==> src/rtl/uart_rx_fifo.sv <==
// UART receiver (8N1, LSB first, idle-high) feeding a small first-word-fall-through FIFO.
// Framing errors and FIFO overruns are latched in sticky flags cleared by ERR_CLR.
module uart_rx_fifo #(
  parameter int unsigned CLKS_PER_BIT = 2500,
  parameter int unsigned FIFO_AW      = 2
) (
  input  logic               CLK24M,
  input  logic               RST,
  input  logic               RXD,
  input  logic               RD,
  input  logic               ERR_CLR,
  output logic [7:0]         RDATA,
  output logic               RX_READY,
  output logic [FIFO_AW:0]   COUNT,
  output logic               FRAME_ERR,
  output logic               OVERRUN
);

  localparam int unsigned DEPTH = 1 << FIFO_AW;
  localparam int unsigned CW    = $clog2(CLKS_PER_BIT);
  localparam logic [CW-1:0]      HALF_LOAD = CW'(CLKS_PER_BIT / 2 - 1);
  localparam logic [CW-1:0]      FULL_LOAD = CW'(CLKS_PER_BIT - 1);
  localparam logic [FIFO_AW:0]   DEPTH_C   = (FIFO_AW + 1)'(DEPTH);

  typedef enum logic [2:0] {S_IDLE, S_START, S_DATA, S_STOP, S_BREAK} state_t;

  state_t state, state_nxt;

  logic rx_meta, rxs, rx_prev;
  logic [1:0] sync_vld;
  logic [CW-1:0] clk_cnt;
  logic [2:0] bit_idx;
  logic [7:0] shreg;
  logic expired;
  logic load_half, load_full, shift_en, push_req, ferr_set;

  logic [7:0] mem [DEPTH];
  logic [FIFO_AW-1:0] wr_ptr, rd_ptr;
  logic fifo_empty, fifo_full, push_ok, pop;

  // rx_prev only reports high once the synchroniser holds real line samples,
  // so a line already low at reset release never forms a falling edge.
  always_ff @(posedge CLK24M or posedge RST) begin
    if (RST) begin
      rx_meta  <= 1'b1;
      rxs      <= 1'b1;
      rx_prev  <= 1'b0;
      sync_vld <= '0;
    end else begin
      rx_meta  <= RXD;
      rxs      <= rx_meta;
      rx_prev  <= rxs & sync_vld[1];
      sync_vld <= {sync_vld[0], 1'b1};
    end
  end

  assign expired = (clk_cnt == '0);

  always_ff @(posedge CLK24M or posedge RST) begin
    if (RST) state <= S_IDLE;
    else     state <= state_nxt;
  end

  always_comb begin
    state_nxt = state;
    case (state)
      S_IDLE:  if (!rxs && rx_prev) state_nxt = S_START;
      S_START: if (expired) state_nxt = rxs ? S_IDLE : S_DATA;
      S_DATA:  if (expired && bit_idx == 3'd7) state_nxt = S_STOP;
      S_STOP:  if (expired) state_nxt = rxs ? S_IDLE : S_BREAK;
      S_BREAK: if (rxs) state_nxt = S_IDLE;
      default: state_nxt = S_IDLE;
    endcase
  end

  always_comb begin
    load_half = 1'b0;
    load_full = 1'b0;
    shift_en  = 1'b0;
    push_req  = 1'b0;
    ferr_set  = 1'b0;
    case (state)
      S_IDLE:  load_half = !rxs && rx_prev;
      S_START: load_full = expired && !rxs;
      S_DATA: begin
        shift_en  = expired;
        load_full = expired;
      end
      S_STOP: begin
        push_req = expired && rxs;
        ferr_set = expired && !rxs;
      end
      default: ;
    endcase
  end

  always_ff @(posedge CLK24M or posedge RST) begin
    if (RST) begin
      clk_cnt <= '0;
      bit_idx <= '0;
      shreg   <= '0;
    end else begin
      if (load_half)        clk_cnt <= HALF_LOAD;
      else if (load_full)   clk_cnt <= FULL_LOAD;
      else if (!expired)    clk_cnt <= clk_cnt - CW'(1);

      if (state != S_DATA)  bit_idx <= '0;
      else if (shift_en)    bit_idx <= bit_idx + 3'd1;

      if (shift_en)         shreg[bit_idx] <= rxs;
    end
  end

  assign fifo_empty = (COUNT == '0);
  assign fifo_full  = (COUNT == DEPTH_C);
  assign pop        = RD && !fifo_empty;
  // A pop in the same cycle frees the slot, so a push into a full FIFO still lands.
  assign push_ok    = push_req && (!fifo_full || RD);

  always_ff @(posedge CLK24M) begin
    if (push_ok) mem[wr_ptr] <= shreg;
  end

  always_ff @(posedge CLK24M or posedge RST) begin
    if (RST) begin
      wr_ptr    <= '0;
      rd_ptr    <= '0;
      COUNT     <= '0;
      FRAME_ERR <= 1'b0;
      OVERRUN   <= 1'b0;
    end else begin
      if (push_ok) wr_ptr <= wr_ptr + FIFO_AW'(1);
      if (pop)     rd_ptr <= rd_ptr + FIFO_AW'(1);
      case ({push_ok, pop})
        2'b10:   COUNT <= COUNT + (FIFO_AW + 1)'(1);
        2'b01:   COUNT <= COUNT - (FIFO_AW + 1)'(1);
        default: COUNT <= COUNT;
      endcase

      if (ferr_set)     FRAME_ERR <= 1'b1;
      else if (ERR_CLR) FRAME_ERR <= 1'b0;

      if (push_req && !push_ok) OVERRUN <= 1'b1;
      else if (ERR_CLR)         OVERRUN <= 1'b0;
    end
  end

  assign RDATA    = fifo_empty ? '0 : mem[rd_ptr];
  assign RX_READY = !fifo_empty;

endmodule

==> config.mk <==
export PLATFORM = sky130hd
export DESIGN_NAME = uart_rx_fifo
export DESIGN_NICKNAME = d
export VERILOG_FILES = /design/src/rtl/uart_rx_fifo.sv
export SDC_FILE = /design/constraint.sdc
export NUM_CORES = 1
export LEC_CHECK = 0
export CAP_MARGIN = 30
export CORE_UTILIZATION = 55
export CTS_CLUSTER_DIAMETER = 30
export DETAILED_ROUTE_END_ITERATION = 6
export GPL_TIMING_DRIVEN = 1
export PLACE_DENSITY_LB_ADDON = 0.08
export SLEW_MARGIN = 20
export SYNTH_ARGS = -nofsm -noshare
export SYNTH_HDL_FRONTEND = slang
export SYNTH_SLANG_ARGS = --single-unit
==> constraint.sdc <==
create_clock -name CLK24M -period 2.9 [get_ports CLK24M]
set_clock_uncertainty 0.2 [all_clocks]
set_input_delay 0.435 -clock CLK24M [delete_from_list [all_inputs] [get_ports CLK24M]]
set_output_delay 0.435 -clock CLK24M [all_outputs]
set_load 0.01 [all_outputs]
# --- Word level (Yosys, flattened, before mapping) ---
# Memory sizes are Yosys's and may differ from the RTL's.
# Cells that the tools add are included.
classes:
  add_sub_neg: 6
  n_lt_le_gt_ge: 2
  eq_ne: 15
  muxes: 28
  bitwise: 1
  reduce_logical: 21
op_table:
  columns: ["cell", "count"]
  rows:
  - ["2-to-1 mux 12 bit", 3]
  - ["2-to-1 mux 3 bit", 8]
  - ["one-hot mux 3 bit (5 select lines)", 1]
  - ["zero test 12 bit", 1]
  - ["subtractor 12 x 1 -> 12 bit, second input constant", 1]
  - ["2-to-1 mux 1 bit", 10]
  - ["!= test 2 bit, second input constant", 5]
  - ["== test 3 bit, second input constant", 3]
  - ["bitwise mux 8 bit", 1]
  - ["logical AND 1 bit", 8]
  - ["2-to-1 mux 8 bit", 1]
  - ["nonzero test 2 bit", 4]
  - ["adder 3 x 1 -> 3 bit, second input constant", 2]
  - ["== test 3 x 2 -> 1 bit, second input constant", 2]
  - ["zero test 3 bit", 2]
  - ["one-hot mux 3 bit (2 select lines)", 1]
  - ["AND reduction 5 bit", 1]
  - ["adder 2 x 1 -> 2 bit, second input constant", 2]
  - ["zero test 1 bit", 4]
  - ["less-than comparator 3 x 4 -> 1 bit, second input constant", 1]
  - ["demux 1 bit (select 3 bit)", 1]
  - ["== test 3 x 1 -> 1 bit, second input constant", 1]
  - [">= comparator 3 x 1 -> 1 bit, second input constant", 1]
  - ["!= test 3 x 1 -> 1 bit, second input constant", 1]
  - ["8 further kinds", 8]
word_totals:
  regBits: 40
  ram_bits: 32
  word_cells: 87
  mem_count: 1
mem_list:
  columns: ["memory", "depth", "width", "rd", "rd_ports_with_merged_regs", "wr", "line_no", "text"]
  rows:
  - ["mem", 4, 8, 1, 0, 1, "37", "logic [7:0] mem [DEPTH];"]

# --- Longest topological paths before layout ---
# Gate-level depths: netlist of run 1.
logic_depth:
  depth_word: 7
  mapped_depth: 12
  mapped_depth_nobuf: 12

# --- Least setup slack after synthesis of run 1 ---
# No wires, ideal clock.
synth_path:
  path_type: "register to register"
  from: "register clk_cnt[0]"
  to: "register COUNT[2]"
  setup_time_ps: 127
  arrival_time_ps: 2197
  setup_slack_ps: 376
  path_stages_with_launch: 13
  period_less_slack_ps: 2524
  path_cell_list: "dfrtp_1 -> inv_1 -> ha_1 -> nor3b_1 -> nand3_2 -> nor2_1 -> inv_1 -> ha_1 -> inv_1 -> fa_1 -> xor2_1 -> nor2_1 -> xor2_1"
synth_via:
  elab_chain_len: 6
  word_cells_on_any_way: 8
  cone_classes: "eq/ne: 2; mux: 2; reduce/logical: 4"
synth_rtl:
  columns: ["element", "line_no", "text"]
  rows:
  - ["start: declaration", "31", "logic [CW-1:0] clk_cnt;"]
  - ["start signal: assignment", "105", "else if (!expired) clk_cnt <= clk_cnt - CW'(1);"]
  - ["zero test 12 bit *", "57", "assign expired = (clk_cnt == '0);"]
  - ["logical AND 1 bit *", "90", "push_req = expired && rxs;"]
  - ["2-to-1 mux 1 bit *", "82", "case (state)"]
  - ["logical AND 1 bit *", "118", "assign push_ok = push_req && (!fifo_full || RD);"]
  - ["== test 2 x 1 -> 1 bit / == test 2 bit (equally long branches)", "134", "case ({push_ok, pop})"]
  - ["one-hot mux 3 bit (2 select lines) / nonzero test 2 bit (equally long branches)", null, null]
  - ["end signal: assignment", "135", "2'b10: COUNT <= COUNT + (FIFO_AW + 1)'(1);"]
  - ["end signal: assignment", "136", "2'b01: COUNT <= COUNT - (FIFO_AW + 1)'(1);"]
  - ["end: declaration", "14", "output logic [FIFO_AW:0] COUNT,"]
# Mark *: on every way between the ends. The rest lies on a longest branch, timed or not.
# A chain may end at the register's enable or synchronous reset.

# --- Worst setup path after layout of run 1 ---
layout_path:
  from: "register rd_ptr[0]"
  to: "output port RDATA[4]"
layout_via:
  elab_chain_len: 2
layout_rtl:
  columns: ["element", "line_no", "text"]
  rows:
  - ["start: declaration", "38", "logic [FIFO_AW-1:0] wr_ptr, rd_ptr;"]
  - ["start signal: assignment", "133", "if (pop) rd_ptr <= rd_ptr + FIFO_AW'(1);"]
  - ["memory read (4 x 8 bit)", null, null]
  - ["2-to-1 mux 8 bit", "148", "assign RDATA = fifo_empty ? '0 : mem[rd_ptr];"]
  - ["end: declaration", "12", "output logic [7:0] RDATA,"]
# No other way between the ends.

==> results_dict.tcl, run 1 <==
set metrics [dict create \
    rsz0062_at_grt "no" \
    vias 1831 \
    cts_tree "built" \
    placed_area_sq_mm 0.00345 \
    syn_inst 231 \
    p_per_area_mw_per_mm2 778 \
    worstRegToRegCells 12 \
    start_kind "flop" \
    die-area_sq_mm 0.00610 \
    grt_util_all_layers 0.193 \
    n_antenna_cell 0 \
    critPathCaptureType "primary output" \
    yosys_warnings 0 \
    cts.clk_slew.worst_paths_ns 0.07 \
    hold_viol 0 \
    grt_pass1_wl_microns 8800 \
    avgSynthCellArea_sq_um 13.8 \
    die_w_microns 78.1 \
    synth_top_area_share 0.302 \
    final_area_sq_mm 0.00367 \
    cts_resized 0 \
    antenna_found_initial 0 \
    setup_tns_ns 0 \
    drive_gt1_frac 0.180 \
    synth_area_leaders "edfxtp_1 30%, dfrtp_1 30%, mux4_2 5.7%, ha_1 3.5%, mux2_2 3.2%" \
    clockBufferDepth 2 \
    status "completed" \
    synth_most_common_cell "dfrtp_1" \
    io_pins 19 \
    yosys_most_used_dff "dfrtp_1" \
    io_buffer_count 18 \
    gp_congestion 0.751 \
    overflow 0 \
    yosys-top-cells-count "38 x dfrtp_1, 32 x edfxtp_1, 14 x and2_1" \
    seq_area_frac_synth 0.616 \
    relSlewSlack 0.633 \
    regToRegSetupSlack_ns 0.32 \
    regToRegStartpoint "clk_cnt[0]" \
    synth-edff-count 32 \
    finalCritPeriodShare 0.919 \
    min_path_type "flop to flop" \
    async_flop_share 0.556 \
    post-route-min-period_ns 2.67 \
    ant_nets 0 \
    rows 27 \
    firstDrtPassIters 4 \
    cts_hold_buf 0 \
    final_core_util 0.662 \
    design.core.area_sq_mm 0.00554 \
    slew_violations 0 \
    die_h_microns 78.1 \
    holdPathStages 0 \
    first_iter_violations 82 \
    post_drt_via_cell_ratio 5.50 \
    numCtsBuffers 9 \
    arrival_ns 2.03 \
    reg2reg_to "COUNT[2]" \
    cts.sinks 72 \
    root_buffer "clkbuf_8" \
    start_util 0.575 \
    hold_end "rxs" \
    min-delay-start "rx_meta" \
    grt_pass1_vias 1871 \
    fillCellCount 410 \
    area_growth_pct 15.1 \
    worstPathRequired_ns 2.27 \
    fin_nets 272 \
    synth_area_sq_mm 0.00319 \
    yosysUniqueCellTypes 45 \
    criticalPathCategory "flop to primary output" \
    ir_drop_v 0.000515 \
    place_hpwl_microns 3580 \
    htree_levels 3 \
    yosys_register_bits 72 \
    syn_nets 246 \
    wl_per_cell_microns 15.5 \
    cts_setup_buffers 0 \
    grt_max_degree 41 \
    routed_wl_microns 5170 \
    drv_cap 0 \
    p_leak_uw 0.00135 \
    setup_viol 0 \
    crit_fanout 10 \
    yosys.area.top_type "edfxtp_1" \
    clkLatencyLatePin_ns 0.33 \
    clock.fmax_ghz 0.375 \
    route.detailed.drc 0 \
    holdWs_ns 0.157 \
    tightest_slew_ns 0.551 \
]
==> worst max-delay path: stages (launching register included) <==
cell and delay, ns:
dfrtp_1 0.32, buf_4 0.21, mux4_2 0.52, and2_1 0.17, clkdlybuf4s50_1 0.47
==> state kept, by name (all words and copies together), names as in the netlist <==
name,count
wr_ptr,2
OVERRUN,1
mem,32
rx_prev,1
rxs,1
state,3
rd_ptr,2
COUNT,3
clk_cnt,12
shreg,8
rx_meta,1
FRAME_ERR,1
bit_idx,3
sync_vld,2
==> worst max path at each step <==
stage | end | startpoint
after CTS | RDATA[4] | rd_ptr[0]
after global placement | COUNT[2] | RD
final | RDATA[4] | rd_ptr[0]
after floorplan | COUNT[2] | clk_cnt[0]
after global routing | COUNT[2] | clk_cnt[0]
after detailed placement | COUNT[2] | RD
==> through the flow <==
stage | power [uW] | cells | setup WS, ns
CTS | 2880 | 331 | 0.200
floorplan | 1800 | 231 | 0.376
global placement | 2040 | 316 | 0.156
finish | 2860 | 333 | 0.234
global route | 3010 | 333 | 0.0924
detailed placement | 2060 | 316 | 0.0381
==> cell families after synthesis <==
kind of cell | synth area share
fa+ha+maj | 0.0416
other cells | 0.00118
simple gates | 0.145
mux | 0.0950
buf+inv | 0.0251
flops | 0.616
compound gates | 0.0397
xor+xnor | 0.0357
==> cell usage in the layout, fill, tap and decap left out, types with 2 or more instances in the layout <==
cell type and count:
or3_1 3, nand2_1 12, or3b_2 2, dfrtp_1 38
nor4b_1 2, o21ai_0 2, nand3_1 2, nand4b_1 2
nor2_1 7, nand2b_1 5, clkbuf_1 2, nor3_1 4
nor4_2 2, mux4_2 8, edfxtp_1 32, xor2_1 5
and2_1 14, nor4_1 8, and3_1 2, or4_1 4
mux2_2 9, dfstp_2 2, buf_4 6, or2_2 2
a21oi_1 7, clkbuf_8 9, bufinv_16 2, a211o_1 2
clkdlybuf4s50_1 18, xnor2_1 8, ha_1 9, inv_1 12
o22ai_1 2, clkinv_2 2
==> report_power, final <==
part           switching, uW  internal, uW
clock network            347           478
logic                    300           388
registers                156          1190
==> routing by layer <==
layer | vias up | track usage | share of wire
met2 | 31 | 0.315 | 0.49
met3 | 8 | 0.0314 | 0.023
met1 | 899 | 0.248 | 0.47
met4 | 0 | 0.107 | 0.017
li1 | 893 | - | -
met5 | - | 0 | 0
==> cell type report <==
cell class	count	area, sq um	area share
tap	72	90.1	0.0246
clock inverter	4	70.1	0.0191
multi-input combinational	138	1140	0.311
inverter	12	45.0	0.0123
clock buffer	11	131	0.0358
sequential	72	1960	0.535
timing repair buffer	24	225	0.0614
Note: power is estimated with default switching activity, not from simulation.
==> run 2: changes to the inputs <==
CORE_ASPECT_RATIO = 1.75   (was default)
==> results_dict.tcl, run 2 (synthesized netlist as in run 1, its figures left out) <==
set metrics [dict create \
    place_hpwl_microns 3740 \
    critPathCaptureType "primary output" \
    crit_family "buffers and inverters" \
    min-delay-start "sync_vld[0]" \
    reg2reg_to "COUNT[2]" \
    route.detailed.drc 0 \
    p_sw_frac 0.288 \
    criticalPathCategory "flop to primary output" \
    ant_nets 0 \
    grt_pass1_wl_microns 8560 \
    grt_pass1_vias 1817 \
    start_util 0.571 \
    critPathMaxStageDelay_ns 0.52 \
    drive_gt1_frac 0.188 \
    cts.sinks 72 \
    arrival_ns 2.04 \
    fin_nets 270 \
    holdPathStages 0 \
    wl_per_cell_microns 15.4 \
    hold_end "sync_vld[1]" \
    clkLatencyLatePin_ns 0.34 \
    regMostFlops "mem" \
    clock.fmax_ghz 0.374 \
    min_path_type "flop to flop" \
    p_leak_uw 0.00134 \
    layout_common_cells "38 x dfrtp_1, 32 x edfxtp_1, 18 x clkdlybuf4s50_1" \
    die_w_microns 59.5 \
    setup_viol 0 \
    root_buffer "clkbuf_8" \
    start_kind "flop" \
    tightest_slew_ns 0.562 \
    pwr-share-clk 0.274 \
    clockBufferDepth 2 \
    firstDrtPassIters 4 \
    io_pins 19 \
    grt_max_degree 41 \
    routed_wl_microns 5170 \
    cpMaxStageDelayCell "mux4_2" \
    design.core.area_sq_mm 0.00559 \
    register_area_sq_mm 0.00196 \
    drv_cap 0 \
    regToRegSetupSlack_ns 0.32 \
    cts_setup_buffers 0 \
    die-area_sq_mm 0.00611 \
    largest_reg_flops 32 \
    finalPower_uw 2800 \
    n_antenna_cell 0 \
    placed_area_sq_mm 0.00346 \
    dp_cells 320 \
    regToRegStartpoint "clk_cnt[4]" \
    area_growth_pct 14.8 \
    fillCellCount 457 \
    post-route-min-period_ns 2.67 \
    cts.clk_slew.worst_paths_ns 0.07 \
    crit_fanout 10 \
    p_int_uw 1990 \
    gp_congestion 0.754 \
    die_h_microns 103 \
    seq_power_share 0.482 \
    grt_util_all_layers 0.202 \
    io_buffer_count 18 \
    status "completed" \
    first_iter_violations 25 \
    slew_violations 0 \
    final-instance-count-excl-fill 336 \
    final_area_sq_mm 0.00366 \
    post_drt_via_cell_ratio 5.41 \
    rows 36 \
    numCtsBuffers 9 \
    top_regs "mem (32), clk_cnt (12), shreg (8)" \
    ir_drop_v 0.000576 \
    p_sw_uw 807 \
    overflow 0 \
    vias 1818 \
    worstPathRequired_ns 2.27 \
    rsz0062_at_grt "no" \
    antenna_found_initial 0 \
    htree_levels 3 \
    hold_viol 0 \
    cts_tree "built" \
    p_per_area_mw_per_mm2 765 \
    final_core_util 0.655 \
    finalCritPeriodShare 0.921 \
    crit_chain "buf_4 -> mux4_2 -> and2_1 -> clkdlybuf4s50_1" \
    worstRegToRegCells 10 \
    setup_tns_ns 0 \
    multi_input_area_sq_mm 0.00115 \
    layout_commonest_cell "dfrtp_1" \
    combPwrFrac 0.244 \
    crit_buf_inv 2 \
    relSlewSlack 0.625 \
]
## run 2: cell count changes in the layout (fill, tap and decap cells not counted)
| cell | before | now |
|---|---|---|
| clkbuf_1 | 2 | 0 |
| buf_4 | 6 | 4 |
| clkinv_2 | 2 | 4 |
| nor3b_1 | 1 | 0 |
| clkinv_4 | 0 | 1 |
| nor3b_2 | 0 | 1 |
| bufinv_16 | 2 | 1 |
| clkbuf_8 | 9 | 10 |
## run 2: power by group through the flow
stage,Clock (uW),Combinational [uW],Sequential [uW]
3_3_place_gp,0,677,1360
3_5_place_dp,0,691,1370
5_1_grt,833,770,1370
2_1_floorplan,0,487,1320
6_report,768,684,1350
4_1_cts,791,695,1350
## run 2: stage by stage
stage / setup slack [ns] / hold WS (ns)
2_1_floorplan: 0.376 / 0.131
3_3_place_gp: 0.180 / 0.138
3_5_place_dp: 0.144 / 0.138
4_1_cts: 0.175 / 0.151
5_1_grt: 0.0291 / 0.158
6_report: 0.228 / 0.149
## run 2: final cells by class
| type | instances | share of cell area |
|---|---|---|
| clock inverter | 6 | 0.0161 |
| timing repair buffer | 22 | 0.0575 |
| clock buffer | 10 | 0.0376 |
| multi-input combinational | 138 | 0.314 |
| inverter | 12 | 0.0123 |
| tap | 76 | 0.0260 |
| sequential | 72 | 0.537 |
## run 2: what timing repair did
action                                  in CTS  in global routing
resized for setup                            0                  1
endpoints found under the setup margin       0                  2
hold buffers                                 0                  0
## run 2: how the worst max path moves through the flow
| stage | startpoint | to | slack [ns] | depth (start not counted) |
|---|---|---|---|---|
| 3_3_place_gp | RD | COUNT[2] | 0.18 | 11 |
| 6_report | rd_ptr[0] | RDATA[5] | 0.23 | 4 |
| 3_5_place_dp | RD | COUNT[2] | 0.14 | 11 |
| 4_1_cts | rd_ptr[0] | RDATA[5] | 0.18 | 4 |
| 2_1_floorplan | clk_cnt[0] | COUNT[2] | 0.38 | 12 |
| 5_1_grt | clk_cnt[4] | COUNT[2] | 0.03 | 10 |
## run 2: metal layers
metal  vias up  share of wire  global-route usage
met5         -              0                   0
met4         0          0.028               0.127
met3        11          0.023              0.0527
met2        24           0.57               0.352
met1       894           0.38               0.212
li1        889              -                   -
==> run 3: changes to the inputs <==
CORE_UTILIZATION = 45   (was 55)
clock period = 3.4 ns   (was 2.9 ns; I/O delays follow)
==> results_dict.tcl, run 3 (synthesized netlist as in run 1, its figures left out) <==
set metrics [dict create \
    die_w_microns 65.6 \
    status "completed" \
    register_area_sq_mm 0.00196 \
    place_hpwl_microns 3840 \
    layout_common_cells "38 x dfrtp_1, 32 x edfxtp_1, 18 x clkdlybuf4s50_1" \
    seq_power_share 0.447 \
    start_util 0.465 \
    area_growth_pct 17.7 \
    layout_commonest_cell "dfrtp_1" \
    routed_wl_microns 5510 \
    cpMaxStageDelayCell "dfrtp_1" \
    worstPathRequired_ns 2.69 \
    io_buffer_count 18 \
    p_per_area_mw_per_mm2 709 \
    post-route-min-period_ns 3.00 \
    vias 1832 \
    cts.sinks 72 \
    cts_tree "built" \
    multi_input_area_sq_mm 0.00114 \
    die-area_sq_mm 0.00744 \
    crit_fanout 10 \
    io_pins 19 \
    die_h_microns 113 \
    p_int_uw 1920 \
    slew_violations 0 \
    numCtsBuffers 9 \
    grt_util_all_layers 0.177 \
    final_area_sq_mm 0.00375 \
    drv_cap 0 \
    rows 40 \
    arrival_ns 2.29 \
    largest_reg_flops 32 \
    pwr-share-clk 0.346 \
    regMostFlops "mem" \
    overflow 0 \
    firstDrtPassIters 4 \
    p_sw_uw 735 \
    setup_tns_ns 0 \
    htree_levels 3 \
    clkLatencyLatePin_ns 0.33 \
    ir_drop_v 0.000517 \
    post_drt_via_cell_ratio 5.34 \
    grt_pass1_wl_microns 9490 \
    hold_viol 0 \
    finalCritPeriodShare 0.882 \
    clockBufferDepth 2 \
    p_leak_uw 0.00137 \
    cts.clk_slew.worst_paths_ns 0.05 \
    criticalPathCategory "flop to primary output" \
    ant_nets 0 \
    route.detailed.drc 0 \
    fin_nets 269 \
    cts_hold_buf 0 \
    relSlewSlack 0.584 \
    combPwrFrac 0.206 \
    start_kind "flop" \
    finalPower_uw 2660 \
    gp_congestion 0.730 \
    rsz0062_at_grt "no" \
    n_antenna_cell 0 \
    cts_setup_buffers 0 \
    wl_per_cell_microns 16.1 \
    root_buffer "clkbuf_16" \
    critPathMaxStageDelay_ns 0.74 \
    grt_max_degree 41 \
    fillCellCount 570 \
    p_sw_frac 0.276 \
    min_path_type "flop to flop" \
    antenna_found_initial 0 \
    grt_pass1_vias 1952 \
    clock.fmax_ghz 0.334 \
    top_regs "mem (32), clk_cnt (12), shreg (8)" \
    tightest_slew_ns 0.624 \
    regToRegSetupSlack_ns 0.71 \
    drive_gt1_frac 0.170 \
    setup_viol 0 \
    placed_area_sq_mm 0.00346 \
    cts_resized 0 \
    design.core.area_sq_mm 0.00686 \
    first_iter_violations 83 \
    critPathCaptureType "primary output" \
    crit_chain "mux4_2 -> and2_1 -> clkdlybuf4s50_1" \
]
==> run 3: changes by cell type in the layout (fill, tap and decap cells not counted), moves of 3 or more <==
cell,before,now
clkbuf_1,0,3
clkbuf_8,10,1
clkinv_2,4,1
clkbuf_16,0,9
==> run 3: cell type report <==
cell class / count / share of cell area
sequential: 72 / 0.524
multi-input combinational: 138 / 0.304
clock buffer: 13 / 0.0667
timing repair buffer: 21 / 0.0540
tap: 84 / 0.0280
inverter: 12 / 0.0120
clock inverter: 3 / 0.0113
==> run 3: worst max-delay path: cells and delay by family, from the launching register on <==
family	cells	cell delay, ns
simple gates	1	0.17
mux	1	0.58
buf+inv	1	0.47
flops	1	0.74
==> run 3: per-layer routing <==
| layer | GRT usage | wire [microns] | vias up |
|---|---|---|---|
| li1 | - | - | 888 |
| met1 | 0.194 | 2160 | 910 |
| met2 | 0.305 | 3070 | 22 |
| met3 | 0.0272 | 98 | 12 |
| met4 | 0.122 | 179 | 0 |
| met5 | 0 | 0 | - |
==> run 3: power by group through the flow <==
stage / clock (uW) / combinational [uW] / sequential [uW]
floorplan: 0 / 415 / 1120
global placement: 0 / 541 / 1210
detailed placement: 0 / 554 / 1210
CTS: 944 / 558 / 1190
global route: 965 / 618 / 1220
finish: 921 / 549 / 1190
==> run 3: final timing paths <==
path | from | endpoint | depth (start not counted)
setup / recovery | rd_ptr[0] | RDATA[6] | 3
hold / removal | sync_vld[0] | sync_vld[1] | 0
setup reg to reg | clk_cnt[0] | COUNT[2] | 12
hold reg to reg | sync_vld[0] | sync_vld[1] | 0
max in group asynchronous | RST | shreg[1] | 3
min in group asynchronous | RST | state[1] | 3
==> run 3: through the flow <==
stage	worst slack, ns	hold slack [ns]	utilization	std cells
after global routing	0.266	0.156	0.547	343
after detailed placement	0.521	0.140	0.505	327
after CTS	0.334	0.153	0.547	343
after global placement	0.621	0.137	0.505	327
final	0.403	0.151	0.547	343
after floorplan	0.876	0.131	-	231
